### config.mk
export PLATFORM = sky130hd
export DESIGN_NAME = wb_port_arbiter
export DESIGN_NICKNAME = d
export VERILOG_FILES = /design/src/rtl/wb_pkg.sv /design/src/rtl/ll_fifo.sv /design/src/rtl/wb_port_arbiter.sv
export SDC_FILE = /design/constraint.sdc
export NUM_CORES = 1
export LEC_CHECK = 0
export CAP_MARGIN = 20
export CORE_MARGIN = 2
export CORE_UTILIZATION = 30
export DETAILED_ROUTE_END_ITERATION = 10
export SLEW_MARGIN = 20
export SYNTH_ARGS = -nofsm -noshare
export SYNTH_HDL_FRONTEND = slang
export SYNTH_SLANG_ARGS = --single-unit
### constraint.sdc
create_clock -name clk -period 11.1 [get_ports clk]
set_input_delay 2.22 -clock clk [delete_from_list [all_inputs] [get_ports clk]]
set_output_delay 2.22 -clock clk [all_outputs]
set_load 0.005 [all_outputs]
### src/rtl/wb_pkg.sv
// rtl/wb_pkg.sv - shared types and defaults for the write-back port arbiter
package wb_pkg;

  localparam int LL_DEPTH_DEF     = 2;
  localparam int STARVE_LIMIT_DEF = 4;

  typedef enum logic {
    NORMAL = 1'b0,
    DRAIN  = 1'b1
  } wb_state_t;

  typedef struct packed {
    logic [4:0]  rd;
    logic [63:0] data;
  } ll_entry_t;

endpackage

### src/rtl/ll_fifo.sv
// rtl/ll_fifo.sv - depth-parameterised FIFO holding long-latency unit results
module ll_fifo
  import wb_pkg::*;
#(
  parameter  int DEPTH = LL_DEPTH_DEF,
  localparam int AW    = (DEPTH > 1) ? $clog2(DEPTH) : 1,
  localparam int CW    = $clog2(DEPTH + 1)
) (
  input  logic          clk,
  input  logic          reset,
  input  logic          push,
  input  ll_entry_t     pushEntry,
  input  logic          pop,
  output ll_entry_t     head,
  output logic          full,
  output logic          empty,
  output logic [CW-1:0] count
);

  ll_entry_t      mem [DEPTH];
  logic [AW-1:0]  wrPtr;
  logic [AW-1:0]  rdPtr;
  logic           doPush;
  logic           doPop;

  assign full   = (count == CW'(DEPTH));
  assign empty  = (count == '0);
  assign doPush = push && !full;
  assign doPop  = pop && !empty;
  assign head   = mem[rdPtr];

  // DEPTH is a power of two, so the pointers wrap naturally.
  always_ff @(posedge clk or posedge reset) begin
    if (reset) begin
      wrPtr <= '0;
      rdPtr <= '0;
      count <= '0;
    end else begin
      if (doPush) wrPtr <= wrPtr + AW'(1);
      if (doPop)  rdPtr <= rdPtr + AW'(1);
      case ({doPush, doPop})
        2'b10:   count <= count + CW'(1);
        2'b01:   count <= count - CW'(1);
        default: count <= count;
      endcase
    end
  end

  always_ff @(posedge clk) begin
    if (doPush) mem[wrPtr] <= pushEntry;
  end

endmodule

### src/rtl/wb_port_arbiter.sv
// rtl/wb_port_arbiter.sv - shares the register-file write port between the
// write-back stage and buffered long-latency results, stalling W on starvation
module wb_port_arbiter
  import wb_pkg::*;
#(
  parameter int LL_DEPTH     = LL_DEPTH_DEF,
  parameter int STARVE_LIMIT = STARVE_LIMIT_DEF
) (
  input  logic        clk,
  input  logic        reset,
  input  logic        RegWriteW,
  input  logic [4:0]  RdW,
  input  logic [63:0] ResultW,
  input  logic        LLValid,
  input  logic [4:0]  LLRd,
  input  logic [63:0] LLData,
  output logic        LLReady,
  output logic        RegWriteR,
  output logic [4:0]  RdR,
  output logic [63:0] WDataR,
  output logic        StallW
);

  localparam int CW = $clog2(LL_DEPTH + 1);
  localparam int SW = $clog2(STARVE_LIMIT + 1);

  wb_state_t      state;
  wb_state_t      nextState;
  logic [SW-1:0]  starveCnt;
  ll_entry_t      llEntry;
  ll_entry_t      fifoHead;
  logic           fifoFull;
  logic           fifoEmpty;
  logic [CW-1:0]  unusedCount;
  logic           fifoPush;
  logic           fifoPop;
  logic           pipeWrite;
  logic           pipeWins;

  assign pipeWrite = RegWriteW && (RdW != 5'd0);
  assign pipeWins  = (state == NORMAL) && pipeWrite;
  assign llEntry   = '{rd: LLRd, data: LLData};
  assign LLReady   = !reset && !fifoFull;
  assign fifoPush  = LLValid && LLReady;

  ll_fifo #(.DEPTH(LL_DEPTH)) uFifo (
    .clk       (clk),
    .reset     (reset),
    .push      (fifoPush),
    .pushEntry (llEntry),
    .pop       (fifoPop),
    .head      (fifoHead),
    .full      (fifoFull),
    .empty     (fifoEmpty),
    .count     (unusedCount)
  );

  always_ff @(posedge clk or posedge reset) begin
    if (reset) state <= NORMAL;
    else       state <= nextState;
  end

  // Enter DRAIN on the edge where the starvation count reaches the limit.
  always_comb begin
    nextState = state;
    case (state)
      NORMAL: begin
        if (pipeWins && !fifoEmpty && (starveCnt >= SW'(STARVE_LIMIT - 1)))
          nextState = DRAIN;
      end
      DRAIN:   nextState = NORMAL;
      default: nextState = NORMAL;
    endcase
  end

  always_comb begin
    RegWriteR = 1'b0;
    RdR       = 5'd0;
    WDataR    = 64'd0;
    StallW    = 1'b0;
    fifoPop   = 1'b0;
    if (!reset) begin
      if (state == DRAIN) StallW = 1'b1;
      if (pipeWins) begin
        RegWriteR = 1'b1;
        RdR       = RdW;
        WDataR    = ResultW;
      end else if (!fifoEmpty) begin
        fifoPop = 1'b1;
        if (fifoHead.rd != 5'd0) begin
          RegWriteR = 1'b1;
          RdR       = fifoHead.rd;
          WDataR    = fifoHead.data;
        end
      end
    end
  end

  always_ff @(posedge clk or posedge reset) begin
    if (reset) begin
      starveCnt <= '0;
    end else if (fifoPop || fifoEmpty) begin
      starveCnt <= '0;
    end else if (pipeWins && (starveCnt != SW'(STARVE_LIMIT))) begin
      starveCnt <= starveCnt + SW'(1);
    end
  end

endmodule

Word level (Yosys, flattened, before mapping)
Memory sizes are Yosys's and may differ from the RTL's. Index checks and enable logic that the tools add are counted.

Bits in latches: 0. RAM bits: 138. Bits in registers: 8. Memories: 1. Logic and storage cells: 59. Bits in read-only memories: 0.

Divide/modulo/power cells: 0. Bitwise operators: 1. Shift operators: 0. Multiply operators: 0. Magnitude comparators: 1. Reductions and logical operators: 18. Eq/ne operators: 4. Add/sub/neg operators: 5. Mux-type cells: 24.

Memories: uFifo.mem (depth 2, bits a word 69, rd ports 1, clocked after Yosys merged registers in 0, wr ports 1, line ll_fifo.sv:20) `ll_entry_t mem [DEPTH];`.

Operator list (number): $mux W64 (4); $mux W5 (4); $mux W1 (12); $reduce_bool A5 Y1 (2); $logic_and A1 B1 Y1 (9); $mux W3 (2); $eq A2 B2 Y1 const B (2); $pmux W2 S2 (1); $reduce_bool A2 Y1 (2); $add A3 B1 Y3 const B (1); $ge A3 B2 Y1 const B (1); $logic_not A1 Y1 (3); $ne A3 B3 Y1 const B (1); $add A1 B1 Y1 const B (2); $add A2 B1 Y2 const B (1); $eq A2 B1 Y1 const B (1); $logic_not A2 Y1 (1); $pmux W1 S2 (1); $sub A2 B1 Y2 const B (1); $logic_or A1 B1 Y1 (1); $not A1 Y1 (1).

Longest topological paths before layout
Word-level depth: 8. Depth in mapped cells: 10.

Modules after synthesis
Synthesis repeated with hierarchy kept, for this count alone.

Cells, all modules: 503. Area, all modules: 6869.1 um^2.

By module, submodules not included: ll_fifo (area an instance 5531.6 um^2, seq. area each 4244.1 um^2, times used 1, cells an instance 234); wb_port_arbiter (area an instance 1337.5 um^2, seq. area each 100.1 um^2, times used 1, cells an instance 269).

Least setup slack after synthesis
No wires, ideal clock.

Kind: input -> register. Start point: in reset. End point: mem uFifo.mem[0][0] (netlist name), enable pin. Stages: 4. Library setup time: 0.497 ns. Required time: 10.603 ns. Arrival: 5.658 ns. Setup slack: 4.946 ns. Path through: clkbuf_1 > a21oi_1 > nand2_1 > nor2_1.

Word-level cells in the longest chain between the ends: 6.

RTL lines: from (decl) (line wb_port_arbiter.sv:10) `input logic reset,`; $logic_not A1 Y1 (no source line); $logic_and A1 B1 Y1 (line wb_port_arbiter.sv:43) `assign LLReady = !reset && !fifoFull;`; net LLReady (line wb_port_arbiter.sv:17) `output logic LLReady,`; $logic_and A1 B1 Y1 (line wb_port_arbiter.sv:44) `assign fifoPush = LLValid && LLReady;`; $logic_and A1 B1 Y1 (line ll_fifo.sv:28) `assign doPush = push && !full;`; $mux W1 (line ll_fifo.sv:50) `if (doPush) mem[wrPtr] <= pushEntry;`; $mux W1 (not written as such) (line ll_fifo.sv:50); to (decl) (line ll_fifo.sv:20).

The timed path passes the listed nets, and every way through them passes these cells.

Worst setup path in the final report
Start point: in RdW[0]. End point: out WDataR[20].

Word-level cells in the longest chain between the ends: 5.

RTL lines: from (decl) (line wb_port_arbiter.sv:12) `input logic [4:0] RdW,`; $reduce_bool A5 Y1 (line wb_port_arbiter.sv:40) `assign pipeWrite = RegWriteW && (RdW != 5'd0);`; $logic_and A1 B1 Y1 (line wb_port_arbiter.sv:40); $logic_and A1 B1 Y1 (line wb_port_arbiter.sv:41) `assign pipeWins = (state == NORMAL) && pipeWrite;`; $mux W64 (line wb_port_arbiter.sv:84) `if (pipeWins) begin`; $mux W64 (line wb_port_arbiter.sv:82) `if (!reset) begin`; to (decl) (line wb_port_arbiter.sv:20) `output logic [63:0] WDataR,`.

No other way between the ends.

==> run summary <==
GR Util met3 = 3.96%
# nets final = 786
Die Ht = 149 um
Setup WS pre-CTS = 3.63 ns
chip width = 149 um
hold_buf cts = 0
clk_skew = 0.00578 ns
Avg WL per Cell = 15.3 um
Syn Inst Count = 428
final setup fails = 0
Tightest Pin Transition = 1.02 ns
Starting Density = 30.4%
Largest stage delay, worst path = 0.82 ns
first-iteration detailed-routing DRC count = 155
via/cell ratio = 4.44
initial antenna violation count = 1
clk root buf = clkbuf_16
Placed Cells = 895
largest net degree at the start of global routing = 70
yosys warns = 0
Worst Path Arrival = 5.23 ns
Required @ worst endpoint = 8.88 ns
Sum Neg Setup Slack = 0 ns
Final Wtd Congestion = 0.733
detailed placement HPWL = 9.53 mm
die area = 22300 sq um
WL final = 14.2 mm
post-CTS sizing = 0
Fill cells = 1877
synthesized flop and latch total = 146
core area = 20900 sq um
area post-placement = 8730 sq um
Synth Net Count = 574
Final Max Slew Viols = 0
CP Launch Type = input port
CTS clk-pin slew, worst paths = 0.06 ns
period utilisation layout = 67.1%
Distinct cells, synth = 31
Worst setup EP type = output port
vias in the first global route = 4379
post-CTS setup buffer count = 0
RSZ-0062 raised after global routing = no
# DRC = 0
design area = 9340 sq um
final hold violations = 0
Synth-to-Final Area Change = 47.1%
Seq/Total Area, Yosys = 68.4%
Fin Hold WS = 0.518 ns
FFs w/ async S/R, synth = 5.48%
Remaining Overflow, GRT = 0
crit-path max FO = 37
fmax = 134 MHz
Syn Area/Cell = 14.8 sq um
met1 Use GR = 15.6%
WS Path Type = input port to output port
met2 Use GR = 22.5%
Max-Cap Viols = 0
Worst path slowest cell = or4b_4
H-tree levels = 4
setup ws final = 3.65 ns
Post-Layout Cell Count = 929
Post-DRT Antenna Nets = 0
total track usage = 13.0%
clk buf depth = 2
Static Leak = 3.31 nW
drt pass-1 iters = 4
Num CTS Buffers = 17
CP Buf/Inv Count = 3
PwrDens = 199 nW/um^2
cell mode on critical path = clkdlybuf4s50_1
ys flop type = edfxtp_1
Post-Route Utilization = 44.7%
GR peak layer = met2
Clock Sinks = 146
Final min period = 7.45 ns
worst skew pair latency = 0.41 ns
status = completed
Worst path top cell family by delay = buffers and inverters
Synth Cell Area = 6350 sq um
I/O Buffers = 213
relative max-transition margin = 31.8%
Vias = 4125
Total Power = 1.86 mW
I/O pins = 214
worst vdd ir = 0.000101 V
Hold Crit Class = flip-flop to flip-flop
CP cell instances = clkdlybuf4s50_1 -> nor3_1 -> a21oi_1 -> or4b_4 -> buf_16 -> o21ai_2 -> clkdlybuf4s50_1
# rows = 53
first-pass GRT wire length = 22.3 mm
Post-synth EDFFs = 138
layout cell share with drive strength beyond 1 = 15.8%
CTS tree = done
## sequential cells by signal (all words and copies together) (netlist names)
signal and flops:
starveCnt 3, state 1, uFifo.count 2, uFifo.mem 138
uFifo.rdPtr 1, uFifo.wrPtr 1
## cells by family (layout without fill, tap and decap cells)
family                   count (synthesis)  count (layout)  share of synthesized area, %
AO/OA/AOI/OAI                           81              81                          10.3
XOR/XNOR                                 5               5                         0.690
adder cells (fa/ha/maj)                  4               4                         0.788
buffers and inverters                   31             256                          2.72
flip-flops                             146             146                          68.4
multiplexers                            69              69                          10.9
other                                    0               1                             0
AND/OR/NAND/NOR                         92              92                          6.21
## area by class of cell
type | count | area [sq um] | share of cell area, %
Multi-Input combinational cell | 251 | 1860 | 19.9
Sequential cell | 146 | 4350 | 46.6
Tap cell | 275 | 344 | 3.68
Timing Repair Buffer | 217 | 2180 | 23.4
Inverter | 7 | 26.3 | 0.281
Antenna cell | 1 | 2.50 | 0.0268
Clock inverter | 15 | 155 | 1.66
Clock buffer | 17 | 425 | 4.55
## worst register-to-register path, delay by kind of cell, from the launching register on
| family | cells | cell delay (ns) |
|---|---|---|
| AO/OA/AOI/OAI | 1 | 0.59 |
| buffers and inverters | 1 | 0.05 |
| adder cells (fa/ha/maj) | 1 | 0.32 |
| AND/OR/NAND/NOR | 3 | 0.73 |
| flip-flops | 1 | 0.37 |
| XOR/XNOR | 1 | 0.17 |
## Yosys cell counts (4+ instances only)
cell	n	area, sq um
dfrtp_1	8	200
a21oi_1	5	25.0
xnor2_1	4	35.0
nor2_1	9	33.8
clkbuf_1	16	60.1
inv_1	5	18.8
edfxtp_1	138	4140
mux2i_1	69	691
buf_6	7	78.8
o21ai_2	60	526
o21ai_1	9	45.0
nand2_1	71	267
ha_1	4	50.1
## layout by cell type, fill, tap and decap left out, drive strengths merged
cell type      count
ha                 4
a311oi             2
nor4               1
clkbuf            17
clkdlybuf4s50    213
buf                4
mux2i             69
xor2               1
or4b               1
nor4b              1
a211oi             1
nand2b             1
dfrtp              8
o21ai             71
nor2               9
xnor2              4
a21oi              5
nand2             71
nor2b              1
inv               12
clkinvlp           4
diode              1
nor3               1
bufinv             2
nand3              1
a31oi              1
and3               2
edfxtp           138
clkinv             4
or3                2
nand4              1
a22oi              1
## per-layer routing
layer  share of wire (%)  up-vias
met4                0.91        0
met3                 6.1       10
li1                    -     2039
met5                   0        -
met2                  51      120
met1                  42     1956
## report_power, final
| group | switching, mW | leakage, nW | internal [mW] |
|---|---|---|---|
| Sequential | 0.0613 | 1.36 | 0.690 |
| Combinational | 0.255 | 1.68 | 0.294 |
| Clock | 0.224 | 0.272 | 0.332 |
## worst paths after layout
check	start	endpoint	slack (ns)	depth (start not counted)
setup reg to reg	state	uFifo.count[1]	8.79	7
max in group asynchronous	reset	uFifo.rdPtr	8.39	2
setup / recovery	RdW[0]	WDataR[20]	3.65	7
min in group asynchronous	reset	starveCnt[1]	2.41	2
hold / removal	uFifo.count[1]	uFifo.count[1]	0.52	1
hold reg to reg	uFifo.count[1]	uFifo.count[1]	0.52	1
No activity file was read; power rests on OpenSTA's default activity.
